<file path="config.mk">
export PLATFORM = sky130hd
export DESIGN_NAME = pulse_stretcher_flat
export DESIGN_NICKNAME = d
export VERILOG_FILES = /design/src/rtl/pulse_stretcher_pkg.sv /design/src/rtl/pulse_stretcher_if.sv /design/src/rtl/pulse_event_queue.sv /design/src/rtl/pulse_stretcher.sv /design/src/flat_wrapper.sv
export SDC_FILE = /design/constraint.sdc
export NUM_CORES = 1
export LEC_CHECK = 0
export ABC_AREA = 1
export CAP_MARGIN = 15
export CELL_PAD_IN_SITES_DETAIL_PLACEMENT = 1
export CELL_PAD_IN_SITES_GLOBAL_PLACEMENT = 1
export CORE_UTILIZATION = 40
export DETAILED_ROUTE_END_ITERATION = 8
export PLACE_DENSITY_LB_ADDON = 0.1
export SLEW_MARGIN = 30
export SYNTH_ARGS = -nofsm -noshare
export SYNTH_HDL_FRONTEND = slang
export SYNTH_HIERARCHICAL = 1
export SYNTH_SLANG_ARGS = --single-unit
</file>
<file path="constraint.sdc">
create_clock -name clk -period 4.4 [get_ports clk]
set_clock_uncertainty 0.05 [all_clocks]
set_input_delay 0.88 -clock clk [delete_from_list [all_inputs] [get_ports clk]]
set_output_delay 0.88 -clock clk [all_outputs]
set_load 0.005 [all_outputs]
</file>
<file path="src/rtl/pulse_stretcher_pkg.sv">
// pulse_stretcher_pkg
// Shared definitions for the pulse stretcher slice:
//   state_t              - FSM states (IDLE, ON, OFF)
//   DEFAULT_ON_CYCLES    - default LED on time in clk cycles
//   DEFAULT_OFF_CYCLES   - default forced gap after each blink
//   DEFAULT_PEND_W       - default width of the pending-event counter
//   cnt_width()          - width of the shared ON/OFF down-counter
package pulse_stretcher_pkg;

    typedef enum logic [1:0] {
        IDLE = 2'd0,
        ON   = 2'd1,
        OFF  = 2'd2
    } state_t;

    localparam int DEFAULT_ON_CYCLES  = 65536;
    localparam int DEFAULT_OFF_CYCLES = 65536;
    localparam int DEFAULT_PEND_W     = 4;

    // One counter serves both phases, so it must hold max(ON,OFF)-1.
    // Clamped to at least one bit so 1-cycle phases still elaborate.
    function automatic int cnt_width(input int on_cycles, input int off_cycles);
        int longest;
        longest = (on_cycles > off_cycles) ? on_cycles : off_cycles;
        return (longest > 1) ? $clog2(longest) : 1;
    endfunction

endpackage

</file>
<file path="src/rtl/pulse_stretcher_if.sv">
// pulse_stretcher_if
// Event-in / LED-out bundle of the pulse stretcher.
//   pulse_in - 1-cycle event strobes (driven by the event source)
//   led_out  - stretched, registered LED drive
//   busy     - stretcher is not idle
//   pending  - events queued but not yet shown
//   dropped  - sticky: an event was lost
// Modports: master = event source / observer, slave = stretcher.
interface pulse_stretcher_if #(
    parameter int PEND_W = 4
);
    logic              pulse_in;
    logic              led_out;
    logic              busy;
    logic [PEND_W-1:0] pending;
    logic              dropped;

    modport master (
        output pulse_in,
        input  led_out,
        input  busy,
        input  pending,
        input  dropped
    );

    modport slave (
        input  pulse_in,
        output led_out,
        output busy,
        output pending,
        output dropped
    );
endinterface

</file>
<file path="src/rtl/pulse_event_queue.sv">
// pulse_event_queue
// Saturating up/down counter of events waiting to be blinked.
//   clk, rst - clock, synchronous active-high reset
//   inc      - one new event to queue
//   dec      - one queued event is being consumed
//   count    - number of queued events, saturates at 2**W-1
//   full     - count is at its maximum
//   dropped  - sticky: an inc arrived while full (no dec alongside)
// inc and dec together leave the count untouched, even when full, since
// the consumed slot makes room for the new event.
// Only compiled when PULSE_STRETCHER_QUEUE_EN is defined.
`ifdef PULSE_STRETCHER_QUEUE_EN
module pulse_event_queue #(
    parameter int W = 4
) (
    input  logic         clk,
    input  logic         rst,
    input  logic         inc,
    input  logic         dec,
    output logic [W-1:0] count,
    output logic         full,
    output logic         dropped
);

    localparam logic [W-1:0] COUNT_MAX = '1;

    logic [W-1:0] count_reg, count_next;
    logic         dropped_reg, dropped_next;

    always_comb begin
        count_next   = count_reg;
        dropped_next = dropped_reg;
        if (inc && !dec) begin
            if (count_reg == COUNT_MAX) begin
                dropped_next = 1'b1;
            end else begin
                count_next = count_reg + 1'b1;
            end
        end else if (dec && !inc) begin
            if (count_reg != '0) begin
                count_next = count_reg - 1'b1;
            end
        end
    end

    always_ff @(posedge clk) begin
        if (rst) begin
            count_reg   <= '0;
            dropped_reg <= 1'b0;
        end else begin
            count_reg   <= count_next;
            dropped_reg <= dropped_next;
        end
    end

    assign count   = count_reg;
    assign full    = (count_reg == COUNT_MAX);
    assign dropped = dropped_reg;

endmodule
`endif

</file>
<file path="src/rtl/pulse_stretcher.sv">
// pulse_stretcher
// Turns 1-cycle events into visible LED blinks: each event gives ON_CYCLES
// of led_out high followed by a forced OFF_CYCLES low gap.
//   clk, rst - clock, synchronous active-high reset
//   io       - pulse_stretcher_if.slave (pulse_in, led_out, busy,
//              pending, dropped)
// Parameters: ON_CYCLES, OFF_CYCLES (both >= 1), PEND_W.
// Build option PULSE_STRETCHER_QUEUE_EN: when defined, events that arrive
// while a blink is in progress are queued in pulse_event_queue; when
// undefined they are discarded (setting dropped) and pending reads 0.
module pulse_stretcher
    import pulse_stretcher_pkg::*;
#(
    parameter int ON_CYCLES  = DEFAULT_ON_CYCLES,
    parameter int OFF_CYCLES = DEFAULT_OFF_CYCLES,
    parameter int PEND_W     = DEFAULT_PEND_W
) (
    input  logic               clk,
    input  logic               rst,
    pulse_stretcher_if.slave   io
);

    localparam int            CW       = cnt_width(ON_CYCLES, OFF_CYCLES);
    localparam logic [CW-1:0] ON_LOAD  = CW'(ON_CYCLES - 1);
    localparam logic [CW-1:0] OFF_LOAD = CW'(OFF_CYCLES - 1);

    state_t        state_reg, state_next;
    logic [CW-1:0] cnt_reg, cnt_next;
    logic          led_reg;
    logic          busy_reg;

    logic          cnt_zero;
    logic          pend_empty;
    logic          event_deferred;

    assign cnt_zero = (cnt_reg == '0);

    // An event cannot start a blink right now: either a blink is running,
    // or the gap is ending but older queued events take precedence.
    assign event_deferred = io.pulse_in &&
                            ((state_reg == ON) ||
                             ((state_reg == OFF) && !(cnt_zero && pend_empty)));

`ifdef PULSE_STRETCHER_QUEUE_EN
    logic              pend_take;
    logic [PEND_W-1:0] pend_count;
    logic              pend_full;
    logic              pend_dropped;

    // End of the gap with something queued: the next blink comes from the queue.
    assign pend_take = (state_reg == OFF) && cnt_zero && !pend_empty;

    pulse_event_queue #(
        .W (PEND_W)
    ) u_queue (
        .clk     (clk),
        .rst     (rst),
        .inc     (event_deferred),
        .dec     (pend_take),
        .count   (pend_count),
        .full    (pend_full),
        .dropped (pend_dropped)
    );

    assign pend_empty = (pend_count == '0);
    assign io.pending = pend_count;
    assign io.dropped = pend_dropped;
`else
    logic dropped_reg;

    always_ff @(posedge clk) begin
        if (rst) begin
            dropped_reg <= 1'b0;
        end else if (event_deferred) begin
            dropped_reg <= 1'b1;
        end
    end

    assign pend_empty = 1'b1;
    assign io.pending = '0;
    assign io.dropped = dropped_reg;
`endif

    always_comb begin
        state_next = state_reg;
        cnt_next   = cnt_reg;
        case (state_reg)
            IDLE: begin
                if (io.pulse_in) begin
                    state_next = ON;
                    cnt_next   = ON_LOAD;
                end
            end
            ON: begin
                if (cnt_zero) begin
                    state_next = OFF;
                    cnt_next   = OFF_LOAD;
                end else begin
                    cnt_next = cnt_reg - 1'b1;
                end
            end
            OFF: begin
                if (!cnt_zero) begin
                    cnt_next = cnt_reg - 1'b1;
                end else if (!pend_empty || io.pulse_in) begin
                    // Back-to-back blink with no IDLE cycle in between.
                    state_next = ON;
                    cnt_next   = ON_LOAD;
                end else begin
                    state_next = IDLE;
                end
            end
            default: begin
                state_next = IDLE;
                cnt_next   = '0;
            end
        endcase
    end

    // led_out and busy are decoded from the next state so they are
    // registered yet line up with the state they describe.
    always_ff @(posedge clk) begin
        if (rst) begin
            state_reg <= IDLE;
            cnt_reg   <= '0;
            led_reg   <= 1'b0;
            busy_reg  <= 1'b0;
        end else begin
            state_reg <= state_next;
            cnt_reg   <= cnt_next;
            led_reg   <= (state_next == ON);
            busy_reg  <= (state_next != IDLE);
        end
    end

    assign io.led_out = led_reg;
    assign io.busy    = busy_reg;

endmodule

</file>
<file path="src/flat_wrapper.sv">
// flat-port wrapper written by rule: the top's interface ports become plain ports
module pulse_stretcher_flat import pulse_stretcher_pkg::*;
#(
    parameter int ON_CYCLES  = DEFAULT_ON_CYCLES,
    parameter int OFF_CYCLES = DEFAULT_OFF_CYCLES,
    parameter int PEND_W     = DEFAULT_PEND_W
)
  (clk, rst, io_pulse_in, io_led_out, io_busy, io_pending, io_dropped);
  pulse_stretcher_if #(.PEND_W(PEND_W)) io_i ();
  input  logic clk;
  input  logic rst;
  input wire logic [$bits(io_i.pulse_in)-1:0] io_pulse_in;
  output wire logic [$bits(io_i.led_out)-1:0] io_led_out;
  output wire logic [$bits(io_i.busy)-1:0] io_busy;
  output wire logic [$bits(io_i.pending)-1:0] io_pending;
  output wire logic [$bits(io_i.dropped)-1:0] io_dropped;
  assign io_i.pulse_in = io_pulse_in;
  assign io_led_out = io_i.led_out;
  assign io_busy = io_i.busy;
  assign io_pending = io_i.pending;
  assign io_dropped = io_i.dropped;
  pulse_stretcher #(.ON_CYCLES(ON_CYCLES), .OFF_CYCLES(OFF_CYCLES), .PEND_W(PEND_W)) u_core (.clk(clk), .rst(rst), .io(io_i));
endmodule
</file>
==> flow_summary.yaml, run 1 <==
clock_tree:
  cts_resized: 0
  cts_buffers: 3
  hold_buffers: 0
  cts_buffer_depth: 2
  post-cts-setup-buffer-count: 0
  cts.sinks: 21
  cts_max_level: 1
  tritoncts: "yes"
  clockRootBuffer: "clkbuf_4"
  clkTransAtPathRegs_ns: 0.13
  clk_latency_ns: 0.31
grt:
  grt_pass1_wl_um: 6360
  use_met2_pct: 42.5
  grt_max_degree: 17
  busiest_layer: "met2"
  gr-usage-met1_pct: 32.1
  gr-total-overflow: 0
  antenna_found_initial: 0
  grt_pass1_vias: 1343
  met3_usage_pct: 1.95
  grtUsageTotal_pct: 24.3
critical_path:
  cpLargestDelayFamily: "buffers and inverters"
  path_cells: "clkdlybuf4s50_1, inv_1, nand2_1, nand2_1, nand3_1, nand2_1, o21ai_0, nand2_1, inv_1"
  cp.required_ns: 4.62
  r2r_end: "u_core/cnt_reg[4]"
  cpMostUsedCell: "nand2_1"
  max_stage_delay_ns: 0.80
  cp_num_buf_inv: 3
  endpoint_kind: "flip-flop"
  critPathKind: "in -> reg"
  reg2reg_depth: 8
  crit_arrival_ns: 2.45
  ff2ff_setup_slack_ns: 2.50
  cp-start-kind: "primary input"
  cpMaxStageDelayCell: "clkdlybuf4s50_1"
  path_max_fanout: 16
  reg2reg_from: "u_core/cnt_reg[0]"
power_and_ir_drop:
  ir_drop_v: 0.000134
  pwr_density_cell_nw_per_um2: 333
  p_leak_nw: 0.730
synth:
  yosysTopAreaCell: "dfxtp_1"
  ys_top_cells_by_count: "55 x nand2_1, 27 x inv_1, 27 x nand3_1"
  netlist_area_um2: 1340
  synth_edf_count: 0
  synth_cells: 213
  ys.flop_type: "dfxtp_1"
  synthTopCellsByArea: "dfxtp_1 31%, nand2_1 15%, nand3_1 10%, inv_1 7.5%, nor2_1 7.3%"
  synth_most_common_cell: "nand2_1"
  synth_seq_cells: 21
  yosysWarnings: 6
  ys_seq_area_share_pct: 31.3
  syn_area_per_cell_um2: 6.31
  synth.top_cell.area_share_pct: 31.3
  yosysUniqueCellTypes: 23
  async_reset_ff_share_pct: 0
routing:
  wire_per_inst_um: 14.4
  route.detailed.drc: 0
  drtIter0Drc: 46
  via_count: 1347
  ant_nets: 0
  vias_per_cell: 5.14
  wirelength_um: 3760
  dr.pass1.iters: 4
timing:
  slew-limit-headroom_pct: 64.4
  holdWs_ns: 0.441
  rsz0062_at_grt: "false"
  layout_worst_path_cycle_share_pct: 50.7
  setup-violations-final: 0
  fmax_mhz: 449
  worst_pin_slew_ns: 0.533
  fin_crit_ns: 2.23
  tns_ns: 0
  drv_slew: 0
  hold_violations: 0
status:
  status: "finished clean"
die:
  num_io_pins: 10
  dieArea_um2: 3600
  design.core.area_um2: 3130
  die_h_um: 60.0
  dieWidth_um: 60.0
  rows: 20
  initial_core_util_pct: 43.0
cells_and_area:
  drive_gt1_share_pct: 9.17
  diodes: 0
  final_util_pct: 46.0
  syn2layout_area_growth_pct: 7.08
  largest_reg_flops: 16
  layout.nets: 223
placed_design:
  dp_hpwl_um: 2980
  place.gp.congestion: 0.846
  place.port_buffers: 5
min_path:
  worstHoldPathCells: 2
  whs_endpoint: "u_core/io.dropped"
  worstHoldStart: "u_core/io.dropped"
  hp-class: "reg -> reg"
flow_run:
  maxCapViolCount: 0
## worst register-to-register path, stage by stage, from the launching register on
cell     delay (ns)
dfxtp_1        0.35
inv_1          0.09
ha_1           0.25
nand3_1        0.13
inv_1          0.18
nand3_1        0.19
nand2_1        0.26
o21ai_0        0.15
a21oi_1        0.16
## how the worst max path moves through the flow
stage | startpoint | to | slack [ns] | cells past startpoint
2_1_floorplan | u_core/cnt_reg[0] | u_core/cnt_reg[9] | 2.84 | 12
6_report | io_pulse_in | u_core/cnt_reg[2] | 2.17 | 9
3_3_place_gp | io_pulse_in | u_core/cnt_reg[2] | 1.91 | 9
4_1_cts | io_pulse_in | u_core/cnt_reg[2] | 2.17 | 9
3_5_place_dp | io_pulse_in | u_core/cnt_reg[2] | 1.83 | 9
5_1_grt | io_pulse_in | u_core/cnt_reg[2] | 2.01 | 9
## per-stage QoR
step / power [mW] / instances / area (um^2) / worst slack (ns)
finish: 0.480 / 262 / 1440 / 2.17
CTS: 0.488 / 262 / 1440 / 2.17
detailed placement: 0.388 / 258 / 1410 / 1.83
global placement: 0.380 / 258 / 1410 / 1.91
floorplan: 0.346 / 216 / 1360 / 2.84
global route: 0.513 / 262 / 1440 / 2.01
## routing by layer
| layer | vias up | wire (um) | part of all wire (%) |
|---|---|---|---|
| met5 | - | 0 | 0 |
| met2 | 18 | 1860 | 49 |
| li1 | 675 | - | - |
| met3 | 4 | 107 | 2.8 |
| met4 | 0 | 36 | 0.96 |
| met1 | 650 | 1760 | 47 |
## layout by cell type, fill, tap and decap left out, types with 4 or more instances in the layout
cell | Yosys | routed
dfxtp_1 | 21 | 21
inv_1 | 27 | 27
a21oi_1 | 12 | 12
conb_1 | 1 | 4
o21ai_0 | 12 | 12
nor2_2 | 5 | 5
nor2_1 | 26 | 26
xor2_1 | 5 | 5
nand2_1 | 55 | 55
nand3_1 | 27 | 27
clkdlybuf4s50_1 | 0 | 5
## power by group
part           switching [mW]  internal (mW)  leakage, nW
clock network          0.0619         0.0340       0.0177
logic                   0.102         0.0526        0.537
registers              0.0200          0.209        0.175
## cells by family (layout without fill, tap and decap cells)
group / after synthesis / in the layout / synth area share, %
AND/OR/NAND/NOR: 126 / 126 / 43.6
buffers and inverters: 34 / 36 / 11.2
AO/OA/AOI/OAI: 25 / 25 / 9.50
flip-flops: 21 / 21 / 31.3
XOR/XNOR: 5 / 5 / 3.26
adder cells (fa/ha/maj): 1 / 1 / 0.931
other: 1 / 4 / 0.279
## final cells by class
class	instances	area [um^2]
Fill cell	441	1690
Multi-Input combinational cell	161	785
Sequential cell	21	420
Inverter	27	101
Tap cell	44	55.1
Timing Repair Buffer	5	50.0
Clock buffer	3	22.5
Clock inverter	1	5.00
(Power assumes the default switching activity.)
==> inputs of run 2 (changes only) <==
- clock period: 4.4 -> 2.2 ns (I/O delays scaled with it)
==> flow_summary.yaml, run 2 (synthesis gave the netlist of run 1 again) <==
timing:
  tns_ns: 0
  hold_violations: 0
  setup-violations-final: 0
  holdWs_ns: 0.437
  fin_crit_ns: 1.78
  fmax_mhz: 563
  layout_worst_path_cycle_share_pct: 80.8
  rsz0062_at_grt: "false"
  drv_slew: 0
die:
  rows: 20
  design.core.area_um2: 3130
  dieWidth_um: 60.0
  die_h_um: 60.0
  dieArea_um2: 3600
  num_io_pins: 10
  initial_core_util_pct: 43.0
critical_path:
  crit_arrival_ns: 1.96
  ff2ff_setup_slack_ns: 0.42
  critPathKind: "reg -> reg"
  reg2reg_from: "u_core/cnt_reg[0]"
  cpMaxStageDelayCell: "dfxtp_1"
  r2r_end: "u_core/cnt_reg[1]"
  max_stage_delay_ns: 0.35
  path_cells: "inv_1, ha_1, nand3_1, inv_1, nand3_1, nand2_1, o21ai_0, a21oi_1"
  reg2reg_depth: 8
  cp.required_ns: 2.39
  endpoint_kind: "flip-flop"
  path_max_fanout: 7
  cp-start-kind: "flip-flop"
routing:
  ant_nets: 0
  via_count: 1329
  wirelength_um: 3800
  route.detailed.drc: 0
  wire_per_inst_um: 14.4
  vias_per_cell: 5.03
  dr.pass1.iters: 4
  drtIter0Drc: 50
clock_tree:
  cts_resized: 0
  cts_max_level: 1
  clockRootBuffer: "clkbuf_4"
  clkTransAtPathRegs_ns: 0.12
  clk_latency_ns: 0.31
  hold_buffers: 0
  cts_buffers: 3
  post-cts-setup-buffer-count: 0
  tritoncts: "yes"
  cts.sinks: 21
  cts_buffer_depth: 2
power_and_ir_drop:
  seq_power_share_pct: 47.7
  p_leak_nw: 0.737
  pwr_density_cell_nw_per_um2: 661
  ir_drop_v: 0.000304
  clockPowerShare_pct: 20.1
  pwr-share-comb_pct: 32.3
  report.power.total_mw: 0.961
  intPower_mw: 0.596
  p_switching_mw: 0.365
  switching_share_pct: 38.0
grt:
  grt_max_degree: 15
  grt_pass1_vias: 1403
  grtUsageTotal_pct: 24.8
  grt_pass1_wl_um: 6490
  antenna_found_initial: 0
  gr-total-overflow: 0
cells_and_area:
  mostFrequentLayoutCells: "55 x nand2_1, 27 x inv_1, 27 x nand3_1, 26 x nor2_1, 21 x dfxtp_1"
  fillerInstances: 462
  layout.nets: 225
  syn2layout_area_growth_pct: 8.10
  diodes: 0
  layout_commonest_cell: "nand2_1"
  drive_gt1_share_pct: 9.55
  largest_reg_flops: 16
min_path:
  worstHoldPathCells: 2
  hp-class: "reg -> reg"
  worstHoldStart: "u_core/io.dropped"
  whs_endpoint: "u_core/io.dropped"
status:
  status: "finished clean"
placed_design:
  dp_hpwl_um: 3020
  place.port_buffers: 5
  place.gp.congestion: 0.866
flow_run:
  maxCapViolCount: 0
-- run 2: changes by cell type in the layout (fill, tap and decap cells not counted), sizes merged --
cell	before	now
clkinv	1	0
clkbuf	3	4
buf	0	2
-- run 2: worst max path at each step --
stage,start,end,cells after the start
final,u_core/cnt_reg[0],u_core/cnt_reg[1],8
after global routing,u_core/cnt_reg[0],u_core/cnt_reg[1],8
after CTS,u_core/cnt_reg[0],u_core/cnt_reg[1],8
after detailed placement,io_pulse_in,u_core/cnt_reg[3],8
after global placement,io_pulse_in,u_core/cnt_reg[3],8
after floorplan,u_core/cnt_reg[0],u_core/cnt_reg[9],12
-- run 2: power groups by stage --
| stage | clock [mW] | combinational, mW | sequential (mW) |
|---|---|---|---|
| after floorplan | 0 | 0.238 | 0.454 |
| after global placement | 0 | 0.300 | 0.465 |
| after detailed placement | 0 | 0.309 | 0.466 |
| after CTS | 0.210 | 0.310 | 0.458 |
| after global routing | 0.222 | 0.353 | 0.462 |
| final | 0.193 | 0.310 | 0.458 |
-- run 2: worst max-delay path: cells and delay by family (launching register included) --
| family | cells | cell delay (ns) |
|---|---|---|
| AO/OA/AOI/OAI | 2 | 0.31 |
| adder cells (fa/ha/maj) | 1 | 0.24 |
| AND/OR/NAND/NOR | 3 | 0.53 |
| flip-flops | 1 | 0.35 |
| buffers and inverters | 2 | 0.22 |
-- run 2: area by class of cell --
type	count	area (um^2)	share of cell area (%)
Inverter	27	101	6.98
Tap cell	44	55.1	3.79
Timing Repair Buffer	7	65.1	4.48
Sequential cell	21	420	28.9
Multi-Input combinational cell	161	785	54.0
Clock buffer	4	26.3	1.81
-- run 2: metrics by stage --
step | instances | instance area [um^2] | setup WS [ns] | utilization, %
floorplan | 216 | 1360 | 0.641 | -
global placement | 260 | 1430 | 0.422 | 45.6
detailed placement | 260 | 1430 | 0.396 | 45.6
CTS | 264 | 1450 | 0.418 | 46.4
global route | 264 | 1450 | 0.175 | 46.4
finish | 264 | 1450 | 0.422 | 46.4
-- run 2: layer usage --
metal	up-vias	wire length [um]	global-route usage (%)
li1	684	-	-
met5	-	0	0
met1	625	1770	32.3
met4	0	21	8.31
met2	18	1870	41.9
met3	2	133	3.46
==> inputs of run 3 (changes only) <==
- clock period: 2.2 -> 1.7 ns (I/O delays scaled with it)
==> flow_summary.yaml, run 3 (synthesis gave the netlist of run 1 again) <==
status:
  status: "finished clean"
routing:
  via_count: 1390
  drtIter0Drc: 31
  dr.pass1.iters: 4
  vias_per_cell: 5.07
  wire_per_inst_um: 14.9
  ant_nets: 0
  wirelength_um: 4070
  route.detailed.drc: 0
critical_path:
  crit_arrival_ns: 1.76
  cp.required_ns: 1.87
  path_max_fanout: 11
  endpoint_kind: "flip-flop"
  cp-start-kind: "flip-flop"
  critPathKind: "reg -> reg"
die:
  die_h_um: 60.0
  design.core.area_um2: 3130
  initial_core_util_pct: 43.0
  dieWidth_um: 60.0
  dieArea_um2: 3600
  num_io_pins: 10
  rows: 20
flow_run:
  maxCapViolCount: 0
cells_and_area:
  drive_gt1_share_pct: 16.5
  diodes: 0
  layout_commonest_cell: "nand2_1"
  final_util_pct: 50.2
  instances_no_fill: 274
  layout.nets: 235
  mostFrequentLayoutCells: "54 x nand2_1, 26 x nand3_1, 25 x inv_1, 25 x nor2_1, 21 x dfxtp_1"
  fillerInstances: 446
  largest_reg_flops: 16
  syn2layout_area_growth_pct: 16.8
timing:
  fmax_mhz: 628
  drv_slew: 0
  setup_ws_ns: 0.109
  tns_ns: 0
  fin_crit_ns: 1.59
  layout_worst_path_cycle_share_pct: 93.6
  rsz0062_at_grt: "false"
  hold_violations: 0
  setup-violations-final: 0
placed_design:
  dp_slack_ns: 0.0333
  dp_hpwl_um: 3170
  place.port_buffers: 5
  dp.cells: 270
  place.gp.congestion: 0.867
clock_tree:
  post-cts-setup-buffer-count: 0
  clkTransAtPathRegs_ns: 0.14
  cts_max_level: 1
  cts.sinks: 21
  clk_latency_ns: 0.32
  cts_buffers: 3
  tritoncts: "yes"
  cts_buffer_depth: 2
  clockRootBuffer: "clkbuf_4"
grt:
  grt_pass1_vias: 1489
  grt_pass1_wl_um: 6890
  gr-total-overflow: 0
  antenna_found_initial: 0
  grtUsageTotal_pct: 26.1
  grt_max_degree: 13
min_path:
  hp-class: "reg -> reg"
power_and_ir_drop:
  report.power.total_mw: 1.30
  p_leak_nw: 0.797
  pwr_density_cell_nw_per_um2: 831
  ir_drop_v: 0.000376
run 3: worst max-delay path, stage by stage (launching register included):
cell	delay [ns]
dfxtp_1	0.38
nor2_1	0.20
nand2_1	0.12
nor2_4	0.14
nand2_4	0.10
nand2_4	0.09
nand2_4	0.12
nand2_1	0.10
nand2_1	0.05
nor2_1	0.10
nor2_1	0.04
run 3: what timing repair did:
action | 4_1_cts | 5_1_grt
hold endpoints to repair | 0 | 0
resized for setup | 0 | 8
hold buffers | 0 | 0
endpoints found under the setup margin | 0 | 14
run 3: where the power goes:
| part | leakage [nW] | total, mW | switching [mW] | internal (mW) |
|---|---|---|---|---|
| combinational | 0.604 | 0.452 | 0.278 | 0.174 |
| clock | 0.0177 | 0.260 | 0.172 | 0.0880 |
| sequential | 0.175 | 0.592 | 0.0519 | 0.540 |
run 3: layout make-up:
cell class              instances  area [um^2]  share of cell area (%)
clock inverters                 1         5.00                   0.319
clock buffers                   3         22.5                    1.44
inverters                      27          101                    6.46
flip-flops and latches         21          420                    26.8
multi-input cells             161          812                    51.8
repair buffers                 17          153                    9.73
well taps                      44         55.1                    3.51
run 3: metrics by stage:
stage | cell area (um^2) | hold WS, ns
finish | 1570 | 0.451
global route | 1570 | 0.510
CTS | 1540 | 0.461
detailed placement | 1510 | 0.429
global placement | 1510 | 0.398
floorplan | 1360 | 0.359
run 3: worst paths after layout:
path / slack (ns) / depth (start not counted) / from / endpoint
worst max-delay path: 0.11 / 10 / u_core/cnt_reg[13] / u_core/cnt_reg[7]
worst min-delay path: 0.45 / 2 / u_core/io.dropped / u_core/io.dropped
worst max register to register: 0.11 / 10 / u_core/cnt_reg[13] / u_core/cnt_reg[7]
worst min register to register: 0.45 / 2 / u_core/io.dropped / u_core/io.dropped
run 3: per-layer routing:
| metal | GRT usage, % | vias up | part of all wire [%] |
|---|---|---|---|
| met4 | 7.31 | 0 | 1.3 |
| met5 | 0 | - | 0 |
| met2 | 47.3 | 17 | 50 |
| met1 | 32.4 | 672 | 46 |
| li1 | - | 695 | - |
| met3 | 2.81 | 6 | 2.3 |
